## src/rtl/stop_watch_lap.sv

```systemverilog
// -----------------------------------------------------------------------------
// stop_watch_lap
//
// Stopwatch core for the display path. It takes single-cycle key enables from
// the debounce stage and produces the value shown on the display, plus status.
//
//   - A prescaler divides clk down to a centisecond tick while running.
//   - Cascaded centi (0..99) / sec (0..59) / min (0..MIN_MAX-1) live counters.
//   - A display register that follows the live count, freezes on a lap
//     capture, or shows a recalled lap.
//   - A lap memory of LAP_DEPTH entries with a recall/browse mode.
//
// Optional build macro: STOP_WATCH_LAP_DELTA_EN
//   When defined, a second counter chain measures the time since the previous
//   capture (or since start). Laps and the SPLIT display then hold that delta
//   instead of cumulative time.
//
// Parameters
//   CLK_DIV   clk cycles per centisecond tick (>= 2)
//   MIN_MAX   minute counter modulus
//   LAP_DEPTH number of stored laps (>= 1)
//
// Ports
//   clk, rst        clock, synchronous active-high reset
//   k0              start / pause key enable
//   k1              lap / reset / exit key enable
//   k2              recall / next-lap key enable
//   running         time base advancing (RUN or SPLIT)
//   frozen          display not following the live count (SPLIT or RECALL)
//   disp_centi/sec/min  displayed time
//   lap_cnt         number of stored laps
//   lap_idx         lap shown while recalling
//   lap_full        lap memory full
//   ovf             sticky: minute counter has wrapped
// -----------------------------------------------------------------------------
module stop_watch_lap #(
  parameter int CLK_DIV   = 10,
  parameter int MIN_MAX   = 60,
  parameter int LAP_DEPTH = 4,
  localparam int MW = $clog2(MIN_MAX),
  localparam int LW = $clog2(LAP_DEPTH + 1)
) (
  input  logic          clk,
  input  logic          rst,
  input  logic          k0,
  input  logic          k1,
  input  logic          k2,
  output logic          running,
  output logic          frozen,
  output logic [6:0]    disp_centi,
  output logic [5:0]    disp_sec,
  output logic [MW-1:0] disp_min,
  output logic [LW-1:0] lap_cnt,
  output logic [LW-1:0] lap_idx,
  output logic          lap_full,
  output logic          ovf
);

  localparam int PW = $clog2(CLK_DIV);
  // Lap storage is sized to the full index range so lap_cnt/lap_idx can index
  // it directly; slots at or above LAP_DEPTH are never written or read.
  localparam int LAP_SLOTS = 1 << LW;

  typedef enum logic [2:0] {
    S_IDLE   = 3'd0,
    S_RUN    = 3'd1,
    S_PAUSE  = 3'd2,
    S_SPLIT  = 3'd3,
    S_RECALL = 3'd4
  } state_e;

  typedef struct packed {
    logic [MW-1:0] mins;
    logic [5:0]    secs;
    logic [6:0]    centi;
  } stamp_t;

  // One centisecond step through the cascaded counters.
  function automatic stamp_t time_inc(input stamp_t t);
    stamp_t r;
    r = t;
    if (t.centi == 7'd99) begin
      r.centi = 7'd0;
      if (t.secs == 6'd59) begin
        r.secs = 6'd0;
        r.mins = (t.mins == MW'(MIN_MAX - 1)) ? '0 : t.mins + MW'(1);
      end else begin
        r.secs = t.secs + 6'd1;
      end
    end else begin
      r.centi = t.centi + 7'd1;
    end
    return r;
  endfunction

  // True when the next step wraps the whole count back to zero.
  function automatic logic time_is_last(input stamp_t t);
    return (t.centi == 7'd99) && (t.secs == 6'd59) &&
           (t.mins == MW'(MIN_MAX - 1));
  endfunction

  state_e        state_q, state_d;
  state_e        ret_q, ret_d;
  logic          key0, key1, key2;
  logic          has_laps;
  logic          start, capture, clear_all, enter_recall, recall_next;
  logic          tick;
  logic [PW-1:0] presc_q, presc_d;
  stamp_t        live_q, live_d;
  stamp_t        disp_q, disp_d;
  stamp_t        cap_val;
  logic          ovf_q, ovf_d;
  logic [LW-1:0] lap_cnt_q, lap_cnt_d;
  logic [LW-1:0] lap_idx_q, lap_idx_d;
  logic          lap_full_w;
  logic          lap_we;
  stamp_t        lap_mem_q [LAP_SLOTS];

  // Key priority k0 > k1 > k2: lower keys are discarded when a higher one acts.
  assign key0 = k0;
  assign key1 = k1 & ~k0;
  assign key2 = k2 & ~k0 & ~k1;

  assign has_laps   = (lap_cnt_q != '0);
  assign lap_full_w = (lap_cnt_q == LW'(LAP_DEPTH));

  // Events decoded from the current state and the winning key.
  assign start        = (state_q == S_IDLE) && key0;
  assign capture      = ((state_q == S_RUN) || (state_q == S_SPLIT)) && key1;
  assign clear_all    = (state_q == S_PAUSE) && key1;
  assign enter_recall = ((state_q == S_IDLE) || (state_q == S_PAUSE)) &&
                        key2 && has_laps;
  assign recall_next  = (state_q == S_RECALL) && key2;
  assign lap_we       = capture && !lap_full_w;

  // ---------------------------------------------------------------------------
  // FSM: state register
  // ---------------------------------------------------------------------------
  always_ff @(posedge clk) begin
    if (rst) begin
      state_q <= S_IDLE;
      ret_q   <= S_IDLE;
    end else begin
      state_q <= state_d;
      ret_q   <= ret_d;
    end
  end

  // ---------------------------------------------------------------------------
  // FSM: next state
  // ---------------------------------------------------------------------------
  always_comb begin
    state_d = state_q;
    ret_d   = ret_q;
    if (enter_recall) begin
      ret_d = state_q;
    end
    unique case (state_q)
      S_IDLE: begin
        if (key0) begin
          state_d = S_RUN;
        end else if (enter_recall) begin
          state_d = S_RECALL;
        end
      end
      S_RUN: begin
        if (key0) begin
          state_d = S_PAUSE;
        end else if (key1) begin
          state_d = S_SPLIT;
        end
      end
      S_SPLIT: begin
        if (key0) begin
          state_d = S_RUN;
        end
      end
      S_PAUSE: begin
        if (key0) begin
          state_d = S_RUN;
        end else if (key1) begin
          state_d = S_IDLE;
        end else if (enter_recall) begin
          state_d = S_RECALL;
        end
      end
      S_RECALL: begin
        if (key1) begin
          state_d = ret_q;
        end
      end
      default: state_d = S_IDLE;
    endcase
  end

  // ---------------------------------------------------------------------------
  // FSM: outputs
  // ---------------------------------------------------------------------------
  always_comb begin
    running = (state_q == S_RUN) || (state_q == S_SPLIT);
    frozen  = (state_q == S_SPLIT) || (state_q == S_RECALL);
  end

  // ---------------------------------------------------------------------------
  // Time base: prescaler and live counters
  // ---------------------------------------------------------------------------
  assign tick = running && (presc_q == PW'(CLK_DIV - 1));

  always_comb begin
    presc_d = presc_q;
    live_d  = live_q;
    ovf_d   = ovf_q;
    if (start || clear_all) begin
      presc_d = '0;
      live_d  = '0;
    end else if (running) begin
      presc_d = tick ? '0 : presc_q + PW'(1);
      if (tick) begin
        live_d = time_inc(live_q);
      end
    end
    if (clear_all) begin
      ovf_d = 1'b0;
    end else if (tick && time_is_last(live_q)) begin
      ovf_d = 1'b1;
    end
  end

`ifdef STOP_WATCH_LAP_DELTA_EN
  // Split chain: time since the previous capture. On a capture that coincides
  // with a tick it restarts at one centisecond so the tick is not lost and
  // consecutive deltas always sum to the cumulative time.
  stamp_t split_q, split_d;

  always_comb begin
    split_d = split_q;
    if (start) begin
      split_d = '0;
    end else if (capture) begin
      split_d = tick ? time_inc(stamp_t'(0)) : '0;
    end else if (tick) begin
      split_d = time_inc(split_q);
    end
  end

  always_ff @(posedge clk) begin
    if (rst) begin
      split_q <= '0;
    end else begin
      split_q <= split_d;
    end
  end

  assign cap_val = split_q;
`else
  assign cap_val = live_q;
`endif

  // ---------------------------------------------------------------------------
  // Display register and lap bookkeeping
  // ---------------------------------------------------------------------------
  always_comb begin
    disp_d = disp_q;
    if (clear_all) begin
      disp_d = '0;
    end else if (capture) begin
      disp_d = cap_val;
    end else if ((state_q == S_RECALL) && !key1) begin
      disp_d = lap_mem_q[lap_idx_q];
    end else if ((state_q != S_SPLIT) || key0) begin
      // Live-following states, leaving SPLIT, and leaving RECALL all reload
      // the live count; only an idle SPLIT holds.
      disp_d = live_q;
    end
  end

  always_comb begin
    lap_cnt_d = lap_cnt_q;
    lap_idx_d = lap_idx_q;
    if (clear_all) begin
      lap_cnt_d = '0;
    end else if (lap_we) begin
      lap_cnt_d = lap_cnt_q + LW'(1);
    end
    if (enter_recall) begin
      lap_idx_d = '0;
    end else if (recall_next) begin
      lap_idx_d = (lap_idx_q + LW'(1) == lap_cnt_q) ? '0 : lap_idx_q + LW'(1);
    end
  end

  always_ff @(posedge clk) begin
    if (rst) begin
      presc_q   <= '0;
      live_q    <= '0;
      disp_q    <= '0;
      ovf_q     <= 1'b0;
      lap_cnt_q <= '0;
      lap_idx_q <= '0;
    end else begin
      presc_q   <= presc_d;
      live_q    <= live_d;
      disp_q    <= disp_d;
      ovf_q     <= ovf_d;
      lap_cnt_q <= lap_cnt_d;
      lap_idx_q <= lap_idx_d;
    end
  end

  // Lap contents are only meaningful below lap_cnt, so they need no reset.
  always_ff @(posedge clk) begin
    if (lap_we) begin
      lap_mem_q[lap_cnt_q] <= cap_val;
    end
  end

  assign disp_centi = disp_q.centi;
  assign disp_sec   = disp_q.secs;
  assign disp_min   = disp_q.mins;
  assign lap_cnt    = lap_cnt_q;
  assign lap_idx    = lap_idx_q;
  assign lap_full   = lap_full_w;
  assign ovf        = ovf_q;

endmodule

```

## config.mk

```make
export PLATFORM = sky130hd
export DESIGN_NAME = stop_watch_lap
export DESIGN_NICKNAME = d
export VERILOG_FILES = /design/src/rtl/stop_watch_lap.sv
export SDC_FILE = /design/constraint.sdc
export NUM_CORES = 1
export LEC_CHECK = 0
export CELL_PAD_IN_SITES_DETAIL_PLACEMENT = 0
export CELL_PAD_IN_SITES_GLOBAL_PLACEMENT = 1
export CORE_MARGIN = 3
export CORE_UTILIZATION = 55
export DETAILED_ROUTE_END_ITERATION = 10
export PLACE_DENSITY_LB_ADDON = 0.1
export SLEW_MARGIN = 20
export SYNTH_ARGS = -nofsm -noshare
export SYNTH_HDL_FRONTEND = slang
export SYNTH_SLANG_ARGS = --single-unit
```

## constraint.sdc

```tcl
create_clock -name clk -period 5.55 [get_ports clk]
set_input_delay 0.555 -clock clk [delete_from_list [all_inputs] [get_ports clk]]
set_output_delay 0.555 -clock clk [all_outputs]
set_load 0.02 [all_outputs]
```

==> results of run 1 <==
synthesized netlist by cell type (9+ instances only):
master	number
a211oi_1	23
o21ai_0	11
nor3_1	9
mux4_2	38
a311oi_1	19
dfxtp_1	58
nor2_1	16
nand4_1	9
nand2_1	64
nand3_1	13
edfxtp_1	152
clkbuf_1	26
nor2b_1	22
a21oi_1	19
stage by stage:
step / std cells / setup WS [ps] / util [%]
after detailed placement: 758 / 2170 / 60.8
after global placement: 758 / 2300 / 60.8
after global routing: 796 / 2370 / 65.0
after CTS: 796 / 2500 / 64.9
after floorplan: 567 / 2490 / -
final: 796 / 2500 / 65.0
where the power goes:
group          internal (W)  switching, W  total (W)
logic             0.0000224     0.0000437  0.0000660
registers           0.00167    0.00000787    0.00168
clock network      0.000729      0.000553    0.00128
total               0.00242      0.000604    0.00302
layer usage:
metal,global-route usage [%],routed length [um],vias up
met3,3.27,918,27
met4,5.87,306,0
met1,31.2,7890,2601
met5,0,0,-
met2,34.9,8580,143
li1,-,-,2287
registers in the layout, summed over array words and instances, names as in the netlist, 4 cells and up, named ones only:
signal	flops
disp_min	6
presc_q	4
disp_centi	7
lap_mem_q	152
cap_val	19
disp_sec	6
cell usage in the layout, fill, tap and decap left out, types with 4 or more instances in the layout:
master,n
nor2_2,4
nor2b_1,22
nor3_1,7
o21ai_0,11
ha_1,8
nand2b_1,5
a311oi_1,19
mux4_2,38
clkbuf_16,21
clkdlybuf4s50_1,33
buf_4,7
nand2_1,64
clkbuf_1,9
or3_1,6
a21oi_1,19
edfxtp_1,152
nand4_1,9
a211oi_1,23
nor2_1,10
inv_1,6
nand3_1,13
dfxtp_1,57
xnor2_1,7
cell families after synthesis:
logic type               count (synthesis)
flip-flops                             210
XOR/XNOR                                11
AO/OA/AOI/OAI                           89
AND/OR/NAND/NOR                        169
multiplexers                            40
buffers and inverters                   40
adder cells (fa/ha/maj)                  8
path summary, 6_finish.rpt:
kind	from	endpoint	slack, ps	depth (start not counted)
hold / removal	disp_centi[5]	disp_centi[5]	480	2
setup / recovery	state_q[2]	frozen	2500	3
setup reg to reg	lap_cnt[1]	lap_mem_q[6][3]	2690	5
hold reg to reg	disp_centi[5]	disp_centi[5]	480	2
area by class of cell:
cell class                 count  area, um^2
sequential                   210        5730
timing repair buffer          40         383
clock inverter                 6        30.0
inverter                       7        26.3
clock buffer                  32         587
tap                          184         230
multi-input combinational    317        2640
fill                        1029        5180
critical path, stage by stage (launching register included):
cell and delay [ps]:
dfxtp_1 540, nor3b_1 640, o21bai_1 210, clkdlybuf4s50_1 620
==> run_summary.xml, run 1 <==
<?xml version="1.0" encoding="UTF-8"?>
<metrics>
  <group name="outcome">
    <metric name="run_status" unit="">finished clean</metric>
  </group>
  <group name="routing">
    <metric name="drt_iter0_drc" unit="">398</metric>
    <metric name="routed_wirelength" unit="um">17700</metric>
    <metric name="vias_per_instance" unit="">6.35</metric>
    <metric name="post_drt_wl_per_cell" unit="um">22.2</metric>
    <metric name="dr_total_vias" unit="">5058</metric>
    <metric name="number_of_antenna_violating_nets_in_the_routed_design" unit="">0</metric>
    <metric name="drtPass1Iterations" unit="">5</metric>
    <metric name="drcViolationCount" unit="">0</metric>
  </group>
  <group name="grt">
    <metric name="gr-usage-all-layers" unit="%">21.6</metric>
    <metric name="grt_pass1_vias" unit="">5034</metric>
    <metric name="number_of_antenna_violations_at_the_first_check_in_global_routing" unit="">0</metric>
    <metric name="grt_start_max_net_pins" unit="">40</metric>
    <metric name="global_route.overflow_total" unit="">0</metric>
    <metric name="wire_length_of_the_first_global_routing_pass" unit="um">27900</metric>
  </group>
  <group name="sta">
    <metric name="setup_viol" unit="">0</metric>
    <metric name="final.min_clock_period" unit="ps">3050</metric>
    <metric name="max_slew_margin" unit="%">25.7</metric>
    <metric name="rsz0062_at_grt" unit="">no</metric>
    <metric name="final.period_utilization" unit="%">55.0</metric>
    <metric name="fin_tns_setup" unit="ps">0</metric>
    <metric name="fmaxAchievable" unit="MHz">328</metric>
    <metric name="layout_skew" unit="ps">9.54</metric>
    <metric name="number_of_hold_violations_in_the_final_report" unit="">0</metric>
    <metric name="timing.final.max_slew_violations" unit="">0</metric>
    <metric name="finalHoldWorstSlack" unit="ps">481</metric>
    <metric name="worstMarginPinSlew" unit="ps">1110</metric>
  </group>
  <group name="floorplanning">
    <metric name="io_pins" unit="">34</metric>
    <metric name="die_h" unit="um">130</metric>
    <metric name="floorplan.die_area" unit="mm^2">0.0170</metric>
    <metric name="std_cell_rows" unit="">44</metric>
    <metric name="die_w" unit="um">130</metric>
    <metric name="initial_utilization" unit="%">57.4</metric>
    <metric name="fp.coreArea" unit="mm^2">0.0148</metric>
  </group>
  <group name="critical_path">
    <metric name="worstSetupStartpointType" unit="">register</metric>
    <metric name="cp-end-kind" unit="">output pin</metric>
    <metric name="crit_type" unit="">reg -&gt; out</metric>
    <metric name="cp_data_required_time" unit="ps">4990</metric>
    <metric name="path_max_fanout" unit="">10</metric>
    <metric name="arrival" unit="ps">2490</metric>
  </group>
  <group name="clocking">
    <metric name="numClockSinks" unit="">210</metric>
    <metric name="cts_tree" unit="">built</metric>
    <metric name="cts_buffer_depth" unit="">3</metric>
    <metric name="cts_repair_resize_count" unit="">0</metric>
    <metric name="worst_setup_hold_path_clk_slew" unit="ps">60</metric>
    <metric name="tritoncts.num_buffers" unit="">21</metric>
    <metric name="clk_root_buffer_cell" unit="">clkbuf_16</metric>
    <metric name="cts_hold_repair.buffers" unit="">0</metric>
    <metric name="cts_setup_buffers" unit="">0</metric>
    <metric name="cts_max_level" unit="">1</metric>
    <metric name="clock_insertion_delay_worst_skew" unit="ps">490</metric>
  </group>
  <group name="yosys">
    <metric name="ys.warnings.count" unit="">0</metric>
    <metric name="synth-simple-area-share" unit="%">10.5</metric>
    <metric name="muxShareOfSynthArea" unit="%">10.3</metric>
    <metric name="synth_largest_type_area_fraction" unit="%">53.7</metric>
    <metric name="synth_xor_area_share" unit="%">1.30</metric>
    <metric name="synth_fp_nets" unit="">580</metric>
    <metric name="synth_top_family_by_area" unit="">simple AND/OR/NAND/NOR gates</metric>
    <metric name="synth.ff_latch_count" unit="">210</metric>
    <metric name="syn-mean-instance-area" unit="um^2">15.0</metric>
    <metric name="synth-seq-area-share" unit="%">67.4</metric>
    <metric name="synth_enable_flop_cells" unit="">152</metric>
    <metric name="synthTopCellsByArea" unit="">edfxtp_1 54%, dfxtp_1 14%, mux4_2 10%</metric>
    <metric name="synth_area" unit="mm^2">0.00849</metric>
    <metric name="synthArstFlopShare" unit="%">0</metric>
    <metric name="yosys.area_share.adder" unit="%">1.18</metric>
    <metric name="synthFlopType" unit="">edfxtp_1</metric>
    <metric name="synth_top_area_cell" unit="">edfxtp_1</metric>
    <metric name="synth_cells" unit="">567</metric>
    <metric name="synth-compound-area-share" unit="%">7.36</metric>
    <metric name="synth.lib_cells_used.distinct" unit="">49</metric>
  </group>
  <group name="power">
    <metric name="p_per_area" unit="mW/mm^2">314</metric>
    <metric name="leakage" unit="nW">3.03</metric>
    <metric name="worst_vdd_ir" unit="mV">0.212</metric>
    <metric name="fin_total_pwr" unit="W">0.00302</metric>
  </group>
  <group name="final_layout">
    <metric name="stdcell_area" unit="mm^2">0.00963</metric>
    <metric name="share_of_post_route_cells_with_drive_strength_above_1" unit="%">14.1</metric>
    <metric name="nNetsFinal" unit="">610</metric>
    <metric name="area_growth_syn_to_layout" unit="%">13.3</metric>
    <metric name="antenna_cells_inserted" unit="">0</metric>
  </group>
  <group name="placement">
    <metric name="port_buffers" unit="">33</metric>
    <metric name="place_congestion" unit="">0.808</metric>
    <metric name="place_area" unit="mm^2">0.00900</metric>
    <metric name="hpwlAfterDp" unit="um">11100</metric>
  </group>
  <group name="flow_run">
    <metric name="maximum_capacitance_violations" unit="">0</metric>
  </group>
  <group name="min_path">
    <metric name="worstHoldPathType" unit="">reg -&gt; reg</metric>
  </group>
</metrics>
No activity file was read; power rests on OpenSTA's default activity.
==> run 2: changes to the inputs <==
--- a/config.mk
+++ b/config.mk
@@ -8,7 +8,7 @@
 export CELL_PAD_IN_SITES_DETAIL_PLACEMENT = 0
 export CELL_PAD_IN_SITES_GLOBAL_PLACEMENT = 1
 export CORE_MARGIN = 3
-export CORE_UTILIZATION = 55
+export CORE_UTILIZATION = 51
 export DETAILED_ROUTE_END_ITERATION = 10
 export PLACE_DENSITY_LB_ADDON = 0.1
 export SLEW_MARGIN = 20
==> constraint.sdc (replaced) <==
create_clock -name clk -period 3.13 [get_ports clk]
set_input_delay 0.313 -clock clk [delete_from_list [all_inputs] [get_ports clk]]
set_output_delay 0.313 -clock clk [all_outputs]
set_load 0.02 [all_outputs]
==> run_summary.xml, run 2 (synthesis gave the netlist of run 1 again) <==
<?xml version="1.0" encoding="UTF-8"?>
<metrics>
  <group name="grt">
    <metric name="grt_start_max_net_pins" unit="">40</metric>
    <metric name="gr-usage-all-layers" unit="%">19.9</metric>
    <metric name="global_route.overflow_total" unit="">0</metric>
    <metric name="number_of_antenna_violations_at_the_first_check_in_global_routing" unit="">0</metric>
    <metric name="grt_pass1_vias" unit="">5021</metric>
    <metric name="wire_length_of_the_first_global_routing_pass" unit="um">27900</metric>
  </group>
  <group name="placement">
    <metric name="port_buffers" unit="">33</metric>
    <metric name="hpwlAfterDp" unit="um">10400</metric>
    <metric name="place_congestion" unit="">0.762</metric>
    <metric name="place_ws" unit="ps">466</metric>
  </group>
  <group name="clocking">
    <metric name="cts_buffer_depth" unit="">3</metric>
    <metric name="clk_root_buffer_cell" unit="">clkbuf_16</metric>
    <metric name="cts_setup_buffers" unit="">0</metric>
    <metric name="cts_max_level" unit="">1</metric>
    <metric name="cts_tree" unit="">built</metric>
    <metric name="cts_hold_repair.buffers" unit="">0</metric>
    <metric name="numClockSinks" unit="">210</metric>
    <metric name="worst_setup_hold_path_clk_slew" unit="ps">60</metric>
    <metric name="cts_repair_resize_count" unit="">0</metric>
    <metric name="clock_insertion_delay_worst_skew" unit="ps">500</metric>
    <metric name="tritoncts.num_buffers" unit="">22</metric>
  </group>
  <group name="routing">
    <metric name="post_drt_wl_per_cell" unit="um">20.9</metric>
    <metric name="drcViolationCount" unit="">0</metric>
    <metric name="dr_total_vias" unit="">4973</metric>
    <metric name="drt_iter0_drc" unit="">372</metric>
    <metric name="routed_wirelength" unit="um">17600</metric>
    <metric name="vias_per_instance" unit="">5.91</metric>
    <metric name="drtPass1Iterations" unit="">5</metric>
    <metric name="number_of_antenna_violating_nets_in_the_routed_design" unit="">0</metric>
  </group>
  <group name="min_path">
    <metric name="worstHoldPathType" unit="">reg -&gt; reg</metric>
  </group>
  <group name="sta">
    <metric name="setup_viol" unit="">0</metric>
    <metric name="fmaxAchievable" unit="MHz">379</metric>
    <metric name="layout_skew" unit="ps">14.2</metric>
    <metric name="final.period_utilization" unit="%">84.4</metric>
    <metric name="number_of_hold_violations_in_the_final_report" unit="">0</metric>
    <metric name="fin_tns_setup" unit="ps">0</metric>
    <metric name="worstMarginPinSlew" unit="ps">697</metric>
    <metric name="timing.final.max_slew_violations" unit="">0</metric>
    <metric name="rsz0062_at_grt" unit="">no</metric>
    <metric name="final.min_clock_period" unit="ps">2640</metric>
    <metric name="setup_ws" unit="ps">489</metric>
    <metric name="max_slew_margin" unit="%">53.5</metric>
  </group>
  <group name="power">
    <metric name="seqPwrFrac" unit="%">52.1</metric>
    <metric name="netSwitchingPower" unit="W">0.00109</metric>
    <metric name="worst_vdd_ir" unit="mV">0.369</metric>
    <metric name="fin_total_pwr" unit="W">0.00570</metric>
    <metric name="p_comb_share" unit="%">2.1</metric>
    <metric name="switching_share" unit="%">19.1</metric>
    <metric name="power_report.internal_total" unit="W">0.00461</metric>
    <metric name="power_frac_clock" unit="%">45.7</metric>
    <metric name="leakage" unit="nW">3.16</metric>
    <metric name="p_per_area" unit="mW/mm^2">577</metric>
  </group>
  <group name="final_layout">
    <metric name="mostFrequentLayoutCell" unit="">edfxtp_1</metric>
    <metric name="nNetsFinal" unit="">623</metric>
    <metric name="largest_register_ffs" unit="">152</metric>
    <metric name="area_growth_syn_to_layout" unit="%">16.4</metric>
    <metric name="antenna_cells_inserted" unit="">0</metric>
    <metric name="layout.filler_cells" unit="">1229</metric>
    <metric name="commonest_cells_after_routing_fill_and_taps_aside" unit="">152 x edfxtp_1, 64 x nand2_1, 57 x dfxtp_1</metric>
    <metric name="registers.top_by_ff_count" unit="">lap_mem_q</metric>
    <metric name="share_of_post_route_cells_with_drive_strength_above_1" unit="%">16.3</metric>
  </group>
  <group name="floorplanning">
    <metric name="floorplan.die_area" unit="mm^2">0.0182</metric>
    <metric name="die_w" unit="um">135</metric>
    <metric name="std_cell_rows" unit="">46</metric>
    <metric name="fp.coreArea" unit="mm^2">0.0161</metric>
    <metric name="die_h" unit="um">135</metric>
    <metric name="initial_utilization" unit="%">52.7</metric>
    <metric name="io_pins" unit="">34</metric>
  </group>
  <group name="outcome">
    <metric name="run_status" unit="">finished clean</metric>
  </group>
  <group name="critical_path">
    <metric name="worstSetupStartpointType" unit="">register</metric>
    <metric name="cp-end-kind" unit="">register</metric>
    <metric name="path_max_fanout" unit="">19</metric>
    <metric name="cp_data_required_time" unit="ps">3540</metric>
    <metric name="arrival" unit="ps">3050</metric>
    <metric name="crit_type" unit="">reg -&gt; reg</metric>
  </group>
  <group name="flow_run">
    <metric name="maximum_capacitance_violations" unit="">0</metric>
  </group>
</metrics>
-- run 2: cell count changes in the layout (fill, tap and decap cells not counted), sizes merged --
cell / previous run / this run
buf: 7 / 19
inv: 8 / 7
bufinv: 0 / 3
clkbuf: 32 / 30
clkinv: 5 / 7
-- run 2: final cells by class --
class                           instances  area [um^2]  share of cell area, %
Inverter                                7         26.3                  0.266
Multi-Input combinational cell        317         2630                   26.6
Timing Repair Buffer                   52          498                   5.04
Clock inverter                         10          120                   1.22
Sequential cell                       210         5730                   57.9
Clock buffer                           30          612                   6.19
Tap cell                              216          270                   2.73
-- run 2: worst paths after layout --
check              start     endpoint  slack (ps)  cells past startpoint
max           cap_val[0]  cap_val[16]         490                      5
min          disp_sec[4]  disp_sec[4]         480                      2
max reg2reg   cap_val[0]  cap_val[16]         490                      5
min reg2reg  disp_sec[4]  disp_sec[4]         480                      2
-- run 2: power by group through the flow --
| stage | Clock (W) | Sequential (W) | Combinational [W] |
|---|---|---|---|
| CTS | 0.00265 | 0.00297 | 0.000124 |
| floorplan | 0 | 0.00302 | 0.0000793 |
| finish | 0.00261 | 0.00297 | 0.000123 |
| detailed placement | 0 | 0.00303 | 0.000124 |
| global placement | 0 | 0.00303 | 0.000122 |
| global route | 0.00278 | 0.00297 | 0.000134 |
-- run 2: critical path, cell delays in order, from the launching register on --
cell and delay, ps:
dfxtp_1 560, ha_1 280, nand2_1 120, or4b_1 770
or4_1 590, a211oi_1 230
-- run 2: metal layers --
layer | routed length (um) | global-route usage [%] | vias to the layer above
met5 | 0 | 0 | -
met4 | 399 | 5.60 | 0
met3 | 907 | 3.32 | 30
met2 | 8600 | 32.8 | 111
met1 | 7730 | 27.9 | 2523
li1 | - | - | 2309
-- run 2: through the flow --
step | util, % | cell area (um^2) | cells | hold slack (ps)
finish | 61.3 | 9890 | 842 | 482
floorplan | - | 8490 | 567 | 382
global placement | 56.8 | 9150 | 802 | 469
detailed placement | 56.8 | 9150 | 802 | 477
global route | 61.3 | 9890 | 842 | 503
CTS | 61.3 | 9890 | 842 | 485
==> run 3: changes to the inputs <==
==> constraint.sdc (replaced) <==
create_clock -name clk -period 2.75 [get_ports clk]
set_input_delay 0.275 -clock clk [delete_from_list [all_inputs] [get_ports clk]]
set_output_delay 0.275 -clock clk [all_outputs]
set_load 0.02 [all_outputs]
==> run_summary.xml, run 3 (synthesis gave the netlist of run 1 again) <==
<?xml version="1.0" encoding="UTF-8"?>
<metrics>
  <group name="outcome">
    <metric name="run_status" unit="">finished clean</metric>
  </group>
  <group name="clocking">
    <metric name="cts_setup_buffers" unit="">0</metric>
    <metric name="cts_tree" unit="">built</metric>
    <metric name="numClockSinks" unit="">210</metric>
    <metric name="worst_setup_hold_path_clk_slew" unit="ps">60</metric>
    <metric name="cts_repair_resize_count" unit="">0</metric>
    <metric name="clock_insertion_delay_worst_skew" unit="ps">500</metric>
    <metric name="clk_root_buffer_cell" unit="">clkbuf_16</metric>
    <metric name="cts_hold_repair.buffers" unit="">0</metric>
    <metric name="cts_max_level" unit="">1</metric>
    <metric name="cts_buffer_depth" unit="">3</metric>
    <metric name="tritoncts.num_buffers" unit="">23</metric>
  </group>
  <group name="floorplanning">
    <metric name="std_cell_rows" unit="">46</metric>
    <metric name="floorplan.die_area" unit="mm^2">0.0182</metric>
    <metric name="die_h" unit="um">135</metric>
    <metric name="die_w" unit="um">135</metric>
    <metric name="initial_utilization" unit="%">52.7</metric>
    <metric name="fp.coreArea" unit="mm^2">0.0161</metric>
    <metric name="io_pins" unit="">34</metric>
  </group>
  <group name="critical_path">
    <metric name="cp_data_required_time" unit="ps">3180</metric>
    <metric name="arrival" unit="ps">2920</metric>
    <metric name="crit_chain" unit="">ha_1, nand4b_4, or4b_1, buf_4, or4_1, a21oi_1</metric>
    <metric name="rr_endpoint" unit="">cap_val[12]</metric>
    <metric name="timing.critical_path.slowest_stage_cell" unit="">or4b_1</metric>
    <metric name="crit-reg2reg-launch" unit="">presc_q[0]</metric>
    <metric name="worst_r2r_path_depth" unit="">6</metric>
    <metric name="crit_path_max_incr_delay" unit="ps">700</metric>
    <metric name="worstSetupStartpointType" unit="">register</metric>
    <metric name="cp-end-kind" unit="">register</metric>
    <metric name="timing.reg2reg.setup_slack" unit="ps">260</metric>
    <metric name="path_max_fanout" unit="">10</metric>
    <metric name="crit_type" unit="">reg -&gt; reg</metric>
  </group>
  <group name="power">
    <metric name="leakage" unit="nW">3.27</metric>
    <metric name="worst_vdd_ir" unit="mV">0.562</metric>
    <metric name="p_per_area" unit="mW/mm^2">679</metric>
  </group>
  <group name="sta">
    <metric name="final.period_utilization" unit="%">90.7</metric>
    <metric name="layout_skew" unit="ps">10.2</metric>
    <metric name="fin_tns_setup" unit="ps">0</metric>
    <metric name="worstMarginPinSlew" unit="ps">601</metric>
    <metric name="fmaxAchievable" unit="MHz">401</metric>
    <metric name="max_slew_margin" unit="%">60.0</metric>
    <metric name="final.min_clock_period" unit="ps">2490</metric>
    <metric name="rsz0062_at_grt" unit="">no</metric>
    <metric name="finalHoldWorstSlack" unit="ps">483</metric>
    <metric name="timing.final.max_slew_violations" unit="">0</metric>
    <metric name="setup_viol" unit="">0</metric>
    <metric name="number_of_hold_violations_in_the_final_report" unit="">0</metric>
  </group>
  <group name="placement">
    <metric name="port_buffers" unit="">33</metric>
    <metric name="hpwlAfterDp" unit="um">10800</metric>
    <metric name="place_congestion" unit="">0.873</metric>
  </group>
  <group name="routing">
    <metric name="drt_iter0_drc" unit="">395</metric>
    <metric name="dr_total_vias" unit="">5052</metric>
    <metric name="drcViolationCount" unit="">0</metric>
    <metric name="number_of_antenna_violating_nets_in_the_routed_design" unit="">0</metric>
    <metric name="routed_wirelength" unit="um">18000</metric>
    <metric name="vias_per_instance" unit="">5.92</metric>
    <metric name="post_drt_wl_per_cell" unit="um">21.1</metric>
    <metric name="drtPass1Iterations" unit="">4</metric>
  </group>
  <group name="grt">
    <metric name="gr-usage-all-layers" unit="%">20.4</metric>
    <metric name="grt_pass1_vias" unit="">5095</metric>
    <metric name="wire_length_of_the_first_global_routing_pass" unit="um">28600</metric>
    <metric name="grt_start_max_net_pins" unit="">40</metric>
    <metric name="number_of_antenna_violations_at_the_first_check_in_global_routing" unit="">0</metric>
    <metric name="global_route.overflow_total" unit="">0</metric>
  </group>
  <group name="final_layout">
    <metric name="share_of_post_route_cells_with_drive_strength_above_1" unit="%">18.3</metric>
    <metric name="area_growth_syn_to_layout" unit="%">19.3</metric>
    <metric name="mostFrequentLayoutCell" unit="">edfxtp_1</metric>
    <metric name="registers.top_by_ff_count" unit="">lap_mem_q</metric>
    <metric name="layout.filler_cells" unit="">1212</metric>
    <metric name="largest_register_ffs" unit="">152</metric>
    <metric name="nNetsFinal" unit="">634</metric>
    <metric name="commonest_cells_after_routing_fill_and_taps_aside" unit="">152 x edfxtp_1, 64 x nand2_1, 57 x dfxtp_1</metric>
    <metric name="antenna_cells_inserted" unit="">0</metric>
  </group>
  <group name="min_path">
    <metric name="hold_path_end" unit="">disp_min[4]</metric>
    <metric name="min_path_cells" unit="">2</metric>
    <metric name="worstHoldStart" unit="">disp_min[4]</metric>
    <metric name="worstHoldPathType" unit="">reg -&gt; reg</metric>
  </group>
  <group name="flow_run">
    <metric name="maximum_capacitance_violations" unit="">0</metric>
  </group>
</metrics>
==> run 3: final cells by class <==
cell class | instances | area, um^2 | area share (%)
well taps | 216 | 270 | 2.67
inverters | 7 | 26.3 | 0.259
repair buffers | 62 | 636 | 6.27
flip-flops and latches | 210 | 5730 | 56.5
multi-input cells | 317 | 2630 | 26.0
clock buffers | 29 | 618 | 6.10
clock inverters | 13 | 221 | 2.19
==> run 3: worst max-delay path by stage <==
stage,endpoint,from,cells past startpoint
after floorplan,lap_mem_q[0][0],lap_cnt[1],6
after global placement,cap_val[12],presc_q[0],6
after detailed placement,cap_val[12],presc_q[0],6
after CTS,cap_val[12],presc_q[0],6
after global routing,cap_val[12],presc_q[0],6
final,cap_val[12],presc_q[0],6
==> run 3: per-layer routing <==
| metal | up-vias | global-route usage [%] | wire length (um) |
|---|---|---|---|
| met2 | 119 | 33.4 | 8830 |
| met1 | 2572 | 28.4 | 7910 |
| met4 | 0 | 6.27 | 393 |
| met3 | 28 | 3.46 | 913 |
| met5 | - | 0 | 0 |
| li1 | 2333 | - | - |
==> run 3: report_power, final <==
part,internal (W),switching [W]
clock network,0.00216,0.00120
logic,0.0000510,0.0000914
registers,0.00337,0.0000139
==> run 3: per-stage QoR <==
| step | util (%) | cells | area (um^2) | total power (W) | setup WS, ps |
|---|---|---|---|---|---|
| after global routing | 62.9 | 854 | 10100 | 0.00708 | 92.8 |
| after floorplan | - | 567 | 8490 | 0.00353 | -312 |
| after CTS | 62.9 | 854 | 10100 | 0.00694 | 246 |
| after detailed placement | 57.7 | 812 | 9290 | 0.00359 | 267 |
| after global placement | 57.7 | 812 | 9290 | 0.00359 | 363 |
| final | 62.9 | 854 | 10100 | 0.00688 | 257 |
==> run 3: worst max-delay path: cells and delay by family (launching register included) <==
kind	cells	cell delay, ps
adder cells (fa/ha/maj)	1	240
AND/OR/NAND/NOR	3	1400
flip-flops	1	390
AO/OA/AOI/OAI	1	160
buffers and inverters	1	230
